$ cat config.mk
export PLATFORM = sky130hd
export DESIGN_NAME = oam_arbiter_flat
export DESIGN_NICKNAME = d
export VERILOG_FILES = /design/src/rtl/oam_arbiter_if.sv /design/src/rtl/oam_arbiter.sv /design/src/flat_wrapper.sv
export SDC_FILE = /design/constraint.sdc
export NUM_CORES = 1
export LEC_CHECK = 0
export CELL_PAD_IN_SITES_DETAIL_PLACEMENT = 1
export CELL_PAD_IN_SITES_GLOBAL_PLACEMENT = 2
export CORE_MARGIN = 2
export CORE_UTILIZATION = 21
export DETAILED_ROUTE_END_ITERATION = 10
export GPL_ROUTABILITY_DRIVEN = 1
export PLACE_DENSITY_LB_ADDON = 0.1
export SLEW_MARGIN = 20
export SYNTH_ARGS = -nofsm -noshare
export SYNTH_HDL_FRONTEND = slang
export SYNTH_SLANG_ARGS = --single-unit
$ cat constraint.sdc
create_clock -name clk2 -period 2.1 [get_ports clk2]
set_input_delay 0.21 -clock clk2 [delete_from_list [all_inputs] [get_ports clk2]]
set_output_delay 0.21 -clock clk2 [all_outputs]
set_load 0.03 [all_outputs]
$ cat src/rtl/oam_arbiter_if.sv
// OAM arbiter bus bundle: CPU port, PPU scan/render ports, DMA source bus and OAM RAM port.
// The arbiter takes the slave side; the environment (CPU, PPU, memories) takes the master side.
interface oam_arbiter_if;
    logic        cpu_rd;
    logic        cpu_wr;
    logic        cpu_oam_sel;
    logic        cpu_dma_sel;
    logic [7:0]  cpu_a;
    logic [7:0]  cpu_din;
    logic [7:0]  cpu_dout;
    logic        scan_req;
    logic [7:0]  scan_a;
    logic        render_req;
    logic [7:0]  render_a;
    logic [15:0] dma_a;
    logic        dma_rd;
    logic [7:0]  dma_din;
    logic [7:0]  oam_a;
    logic [7:0]  oam_din;
    logic [7:0]  oam_dout;
    logic        oam_we;
    logic        oam_oe;
    logic        dma_active;
    logic [1:0]  owner;

    modport slave (
        input  cpu_rd, cpu_wr, cpu_oam_sel, cpu_dma_sel, cpu_a, cpu_din,
        input  scan_req, scan_a, render_req, render_a, dma_din, oam_dout,
        output cpu_dout, dma_a, dma_rd, oam_a, oam_din, oam_we, oam_oe,
        output dma_active, owner
    );

    modport master (
        output cpu_rd, cpu_wr, cpu_oam_sel, cpu_dma_sel, cpu_a, cpu_din,
        output scan_req, scan_a, render_req, render_a, dma_din, oam_dout,
        input  cpu_dout, dma_a, dma_rd, oam_a, oam_din, oam_we, oam_oe,
        input  dma_active, owner
    );
endinterface

$ cat src/rtl/oam_arbiter.sv
// OAM arbiter: grants OAM to DMA > render > scan > CPU and runs the FF46 OAM DMA engine.
// Latency: arbitration and CPU reads are combinational; a DMA byte takes one RD plus one WR cycle.
// Backpressure: none; losing requesters are simply not served (CPU reads FF, writes dropped).
module oam_arbiter (
    input  logic         clk2,
    input  logic         nreset_video,
    oam_arbiter_if.slave bus
);
    typedef enum logic [1:0] {
        IDLE  = 2'd0,
        START = 2'd1,
        RD    = 2'd2,
        WR    = 2'd3
    } dma_state_t;

    localparam logic [1:0] OWN_CPU    = 2'd0;
    localparam logic [1:0] OWN_SCAN   = 2'd1;
    localparam logic [1:0] OWN_RENDER = 2'd2;
    localparam logic [1:0] OWN_DMA    = 2'd3;
    localparam logic [7:0] IDX_LAST   = 8'h9F;
    localparam logic [7:0] OAM_LIMIT  = 8'hA0;

    dma_state_t state, state_nxt;
    logic [7:0] page, idx, idx_nxt, data;
    logic [7:0] src_page;
    logic       dma_wr_hit;
    logic       dma_own;
    logic       cpu_in_range;
    logic [1:0] owner_sel;

    assign dma_wr_hit   = bus.cpu_wr & bus.cpu_dma_sel;
    assign dma_own      = (state == RD) || (state == WR);
    assign cpu_in_range = bus.cpu_oam_sel && (bus.cpu_a < OAM_LIMIT);
    // Pages E0-FF fold onto the work-RAM echo at C0-DF.
    assign src_page     = (page >= 8'hE0) ? (page - 8'h20) : page;

    always_comb begin
        state_nxt = state;
        idx_nxt   = idx;
        if (dma_wr_hit) begin
            state_nxt = START;
            idx_nxt   = 8'h00;
        end else begin
            case (state)
                IDLE:  state_nxt = IDLE;
                START: state_nxt = RD;
                RD:    state_nxt = WR;
                WR: begin
                    if (idx < IDX_LAST) begin
                        idx_nxt   = idx + 8'h01;
                        state_nxt = RD;
                    end else begin
                        state_nxt = IDLE;
                    end
                end
                default: state_nxt = IDLE;
            endcase
        end
    end

    always_ff @(posedge clk2 or negedge nreset_video) begin
        if (!nreset_video) begin
            state <= IDLE;
            idx   <= 8'h00;
            page  <= 8'hFF;
            data  <= 8'h00;
        end else begin
            state <= state_nxt;
            idx   <= idx_nxt;
            if (dma_wr_hit) begin
                page <= bus.cpu_din;
            end
            if (state == RD) begin
                data <= bus.dma_din;
            end
        end
    end

    always_comb begin
        if (dma_own) begin
            owner_sel = OWN_DMA;
        end else if (bus.render_req) begin
            owner_sel = OWN_RENDER;
        end else if (bus.scan_req) begin
            owner_sel = OWN_SCAN;
        end else begin
            owner_sel = OWN_CPU;
        end
    end

    always_comb begin
        bus.oam_a   = 8'h00;
        bus.oam_din = 8'h00;
        bus.oam_we  = 1'b0;
        bus.oam_oe  = 1'b0;
        case (owner_sel)
            OWN_DMA: begin
                // A FF46 write landing in WR kills this byte so an aborted transfer leaves no partial write.
                if ((state == WR) && !dma_wr_hit) begin
                    bus.oam_we  = 1'b1;
                    bus.oam_a   = idx;
                    bus.oam_din = data;
                end
            end
            OWN_RENDER: begin
                bus.oam_oe = 1'b1;
                bus.oam_a  = bus.render_a;
            end
            OWN_SCAN: begin
                bus.oam_oe = 1'b1;
                bus.oam_a  = bus.scan_a;
            end
            default: begin
                if (cpu_in_range && bus.cpu_wr) begin
                    bus.oam_we  = 1'b1;
                    bus.oam_a   = bus.cpu_a;
                    bus.oam_din = bus.cpu_din;
                end else if (cpu_in_range && bus.cpu_rd) begin
                    bus.oam_oe = 1'b1;
                    bus.oam_a  = bus.cpu_a;
                end
            end
        endcase
    end

    always_comb begin
        bus.cpu_dout = 8'hFF;
        if (bus.cpu_dma_sel) begin
            bus.cpu_dout = page;
        end else if (cpu_in_range && bus.cpu_rd && (owner_sel == OWN_CPU)) begin
            bus.cpu_dout = bus.oam_dout;
        end
    end

    assign bus.owner      = owner_sel;
    assign bus.dma_active = (state != IDLE);
    assign bus.dma_rd     = (state == RD);
    assign bus.dma_a      = (state == RD) ? {src_page, idx} : 16'h0000;
endmodule

$ cat src/flat_wrapper.sv
// flat-port wrapper written by rule: the top's interface ports become plain ports
module oam_arbiter_flat 
  (clk2, nreset_video, bus_cpu_rd, bus_cpu_wr, bus_cpu_oam_sel, bus_cpu_dma_sel, bus_cpu_a, bus_cpu_din, bus_scan_req, bus_scan_a, bus_render_req, bus_render_a, bus_dma_din, bus_oam_dout, bus_cpu_dout, bus_dma_a, bus_dma_rd, bus_oam_a, bus_oam_din, bus_oam_we, bus_oam_oe, bus_dma_active, bus_owner);
  oam_arbiter_if bus_i ();
  input  logic clk2;
  input  logic nreset_video;
  input wire logic [$bits(bus_i.cpu_rd)-1:0] bus_cpu_rd;
  input wire logic [$bits(bus_i.cpu_wr)-1:0] bus_cpu_wr;
  input wire logic [$bits(bus_i.cpu_oam_sel)-1:0] bus_cpu_oam_sel;
  input wire logic [$bits(bus_i.cpu_dma_sel)-1:0] bus_cpu_dma_sel;
  input wire logic [$bits(bus_i.cpu_a)-1:0] bus_cpu_a;
  input wire logic [$bits(bus_i.cpu_din)-1:0] bus_cpu_din;
  input wire logic [$bits(bus_i.scan_req)-1:0] bus_scan_req;
  input wire logic [$bits(bus_i.scan_a)-1:0] bus_scan_a;
  input wire logic [$bits(bus_i.render_req)-1:0] bus_render_req;
  input wire logic [$bits(bus_i.render_a)-1:0] bus_render_a;
  input wire logic [$bits(bus_i.dma_din)-1:0] bus_dma_din;
  input wire logic [$bits(bus_i.oam_dout)-1:0] bus_oam_dout;
  output wire logic [$bits(bus_i.cpu_dout)-1:0] bus_cpu_dout;
  output wire logic [$bits(bus_i.dma_a)-1:0] bus_dma_a;
  output wire logic [$bits(bus_i.dma_rd)-1:0] bus_dma_rd;
  output wire logic [$bits(bus_i.oam_a)-1:0] bus_oam_a;
  output wire logic [$bits(bus_i.oam_din)-1:0] bus_oam_din;
  output wire logic [$bits(bus_i.oam_we)-1:0] bus_oam_we;
  output wire logic [$bits(bus_i.oam_oe)-1:0] bus_oam_oe;
  output wire logic [$bits(bus_i.dma_active)-1:0] bus_dma_active;
  output wire logic [$bits(bus_i.owner)-1:0] bus_owner;
  assign bus_i.cpu_rd = bus_cpu_rd;
  assign bus_i.cpu_wr = bus_cpu_wr;
  assign bus_i.cpu_oam_sel = bus_cpu_oam_sel;
  assign bus_i.cpu_dma_sel = bus_cpu_dma_sel;
  assign bus_i.cpu_a = bus_cpu_a;
  assign bus_i.cpu_din = bus_cpu_din;
  assign bus_i.scan_req = bus_scan_req;
  assign bus_i.scan_a = bus_scan_a;
  assign bus_i.render_req = bus_render_req;
  assign bus_i.render_a = bus_render_a;
  assign bus_i.dma_din = bus_dma_din;
  assign bus_i.oam_dout = bus_oam_dout;
  assign bus_cpu_dout = bus_i.cpu_dout;
  assign bus_dma_a = bus_i.dma_a;
  assign bus_dma_rd = bus_i.dma_rd;
  assign bus_oam_a = bus_i.oam_a;
  assign bus_oam_din = bus_i.oam_din;
  assign bus_oam_we = bus_i.oam_we;
  assign bus_oam_oe = bus_i.oam_oe;
  assign bus_dma_active = bus_i.dma_active;
  assign bus_owner = bus_i.owner;
  oam_arbiter u_core (.clk2(clk2), .nreset_video(nreset_video), .bus(bus_i));
endmodule
==> summary.txt <==
status: finished, violations left
failing checks: negative setup slack
number of CTS-inserted buffers: 3
Design Area, Final: 3350 µm²
Synth Register Bits: 26
Cells after DPL: 428
IO Port Bufs: 101
Post-synth EDFFs: 0
Distinct cells, synth: 42
Post-layout nets: 394
crit end category: primary output
RSZ-0062 raised after global routing: yes
post-synthesis sequential area ratio: 35.7%
critical path class: in -> out
Cells after Synth: 212
Syn-to-layout area delta: 80.9%
Fin Clk Skew: 0.00316 ns
Starting DRT DRC Count: 69
Setup crit start kind: input port
Mapped Avg Cell Area: 8.73 µm²
number of diodes: 0
Clk Latency, worst-skew pair: 0.27 ns
Tot GR Track Use: 14.5%
vias in the first global route: 2149
peak supply drop: 0.334 mV
Post-synth ARST share: 100%
post-synth net total: 275
largest area contributor in the netlist: dfrtp_1
Total Neg Setup Slack: -0.0932 ns
Root Driver: clkbuf_8
ANT nets after route: 0
fmax: 469 MHz
fin crit share: 102%
Post-route DRC: 0
Tot Pwr: 2130 µW
DIE AREA: 9590 µm²
Initial Util: 21.4%
yosys warns: 0
synth top area cells: dfrtp_1, dfstp_2, nand2_1, a21oi_1, and2_1
H-tree Lvls: 1
fin cells: 438
Worst Setup Slack, final: -0.0342 ns
Max Slew Vio Count: 0
die span in x: 97.9 µm
final setup fails: 9
Cell Area, Placed: 3060 µm²
row count: 34
dpl ws: -0.261 ns
RePlAce Congestion: 0.756
largest net degree at the start of global routing: 27
mapped cell area: 1850 µm²
clock tree sinks: 26
WP data arrival: 1.92 ns
Max Root-Sink Buffers: 2
CTS tree: built
Hold Vio Cnt, Final: 0
core area: 8640 µm²
first-pass GRT wire length: 11.3 mm
slew at the pin with the worst max-slew slack: 0.361 ns
max_cap viols: 0
Total Routed Length: 6.90 mm
Die Ht: 97.9 µm
Worst-path clk slew: 0.09 ns
Min-Delay Path Class: in -> async
Crit Path Max Fanout: 8
leading cell type in the layout, fill and taps excluded: clkdlybuf4s50_1
share of cells above drive strength 1: 38.8%
commonest non-fill, non-tap cells in the layout: clkdlybuf4s50_1, buf_4, nand2_1
leakage power: 0.00148 µW
Post-DP HPWL: 5.30 mm
Pwr Density: 637 nW/µm²
Routed WL per cell: 15.8 µm
Top FF cell, synth: dfrtp_1
vias per cell: 4.61
Tmin final: 2.13 ns
Rel. slew slack: 76.0%
area share of the largest cell type after synthesis: 24.3%
routed vias: 2020
remaining global-route overflow: 0
initial antenna violation count: 0
# IOs: 102
DRT Pass-1 Iters: 4
CP required: 1.89 ns
==> cells in the mapped netlist (2+ instances only) <==
cell type / n
clkbuf_1: 4
buf_2: 3
and3_1: 5
o211a_1: 2
o21ai_0: 4
buf_1: 4
mux2_2: 8
a22o_1: 8
and2_1: 15
xnor2_1: 2
inv_1: 8
nor2_1: 11
o31a_1: 8
a21oi_1: 19
a221o_1: 8
ha_1: 7
nand2_1: 36
dfstp_2: 8
nand3_1: 2
dfrtp_1: 18
a31oi_1: 3
nand2b_1: 7
buf_6: 3
==> final timing paths <==
path | endpoint | cells after the start | startpoint | slack [ns]
setup / recovery | bus_oam_a[7] | 9 | bus_scan_req | -0.03
hold / removal | u_core.data[0] | 2 | nreset_video | 0.31
setup reg to reg | u_core.idx[2] | 4 | u_core.idx[0] | 0.45
hold reg to reg | u_core.page[3] | 2 | u_core.page[3] | 0.48
max in group asynchronous | u_core.page[1] | 2 | nreset_video | 1.48
min in group clk2 | u_core.page[3] | 2 | u_core.page[3] | 0.48
==> through the flow <==
stage | util [%] | hold WS, ns
finish | 38.8 | 0.310
floorplan | - | -0.0856
detailed placement | 35.4 | 0.461
global placement | 35.4 | 0.461
global route | 38.8 | 0.339
CTS | 38.0 | 0.321
==> kinds of logic (layout without fill, tap and decap cells) <==
family / after synthesis / in the layout / share of synthesized area (%)
AND/OR/NAND/NOR: 85 / 86 / 23.1
XOR/XNOR: 3 / 3 / 1.42
buffers and inverters: 23 / 140 / 6.28
adder cells (fa/ha/maj): 7 / 7 / 4.73
flip-flops: 26 / 26 / 35.7
multiplexers: 9 / 9 / 5.41
AO/OA/AOI/OAI: 59 / 59 / 23.4
==> state kept, by name, summed over array words and instances, names as in the netlist <==
signal        cells
u_core.page       8
u_core.data       8
u_core.state      2
u_core.idx        8
==> critical path: stages <==
cell             delay [ns]
clkdlybuf4s50_1        0.51
a21oi_4                0.07
buf_6                  0.13
buf_4                  0.13
ha_4                   0.18
a221o_1                0.33
a21oi_2                0.14
a21oi_2                0.05
buf_4                  0.16
==> layout make-up <==
| class | instances | area (µm²) |
|---|---|---|
| clock buffer | 4 | 55.1 |
| fill | 1008 | 5290 |
| inverter | 8 | 40.0 |
| multi-input combinational | 164 | 1260 |
| sequential | 26 | 662 |
| tap | 108 | 135 |
| timing repair buffer | 128 | 1200 |
==> per-layer routing <==
metal	vias up	wire, µm	share of wire (%)	GRT usage (%)
met5	-	0	0	0
met4	0	44	0.64	3.21
met3	2	335	4.9	1.79
met2	56	3100	45	23.2
met1	973	3430	50	21.0
li1	989	-	-	-
==> power by group <==
part / internal (µW) / switching [µW] / leakage [µW]
Combinational: 540 / 550 / 0.00114
Clock: 168 / 160 / 0.0000288
Sequential: 613 / 102 / 0.000309
==> timing repair <==
action	in CTS	in global routing
pin swaps	13	5
gates cloned	1	0
resized for setup	69	27
buffers inserted	4	1
hold buffers	0	0
setup endpoints to repair	25	23
hold endpoints to repair	0	0
Note: power is estimated with default switching activity, not from simulation.
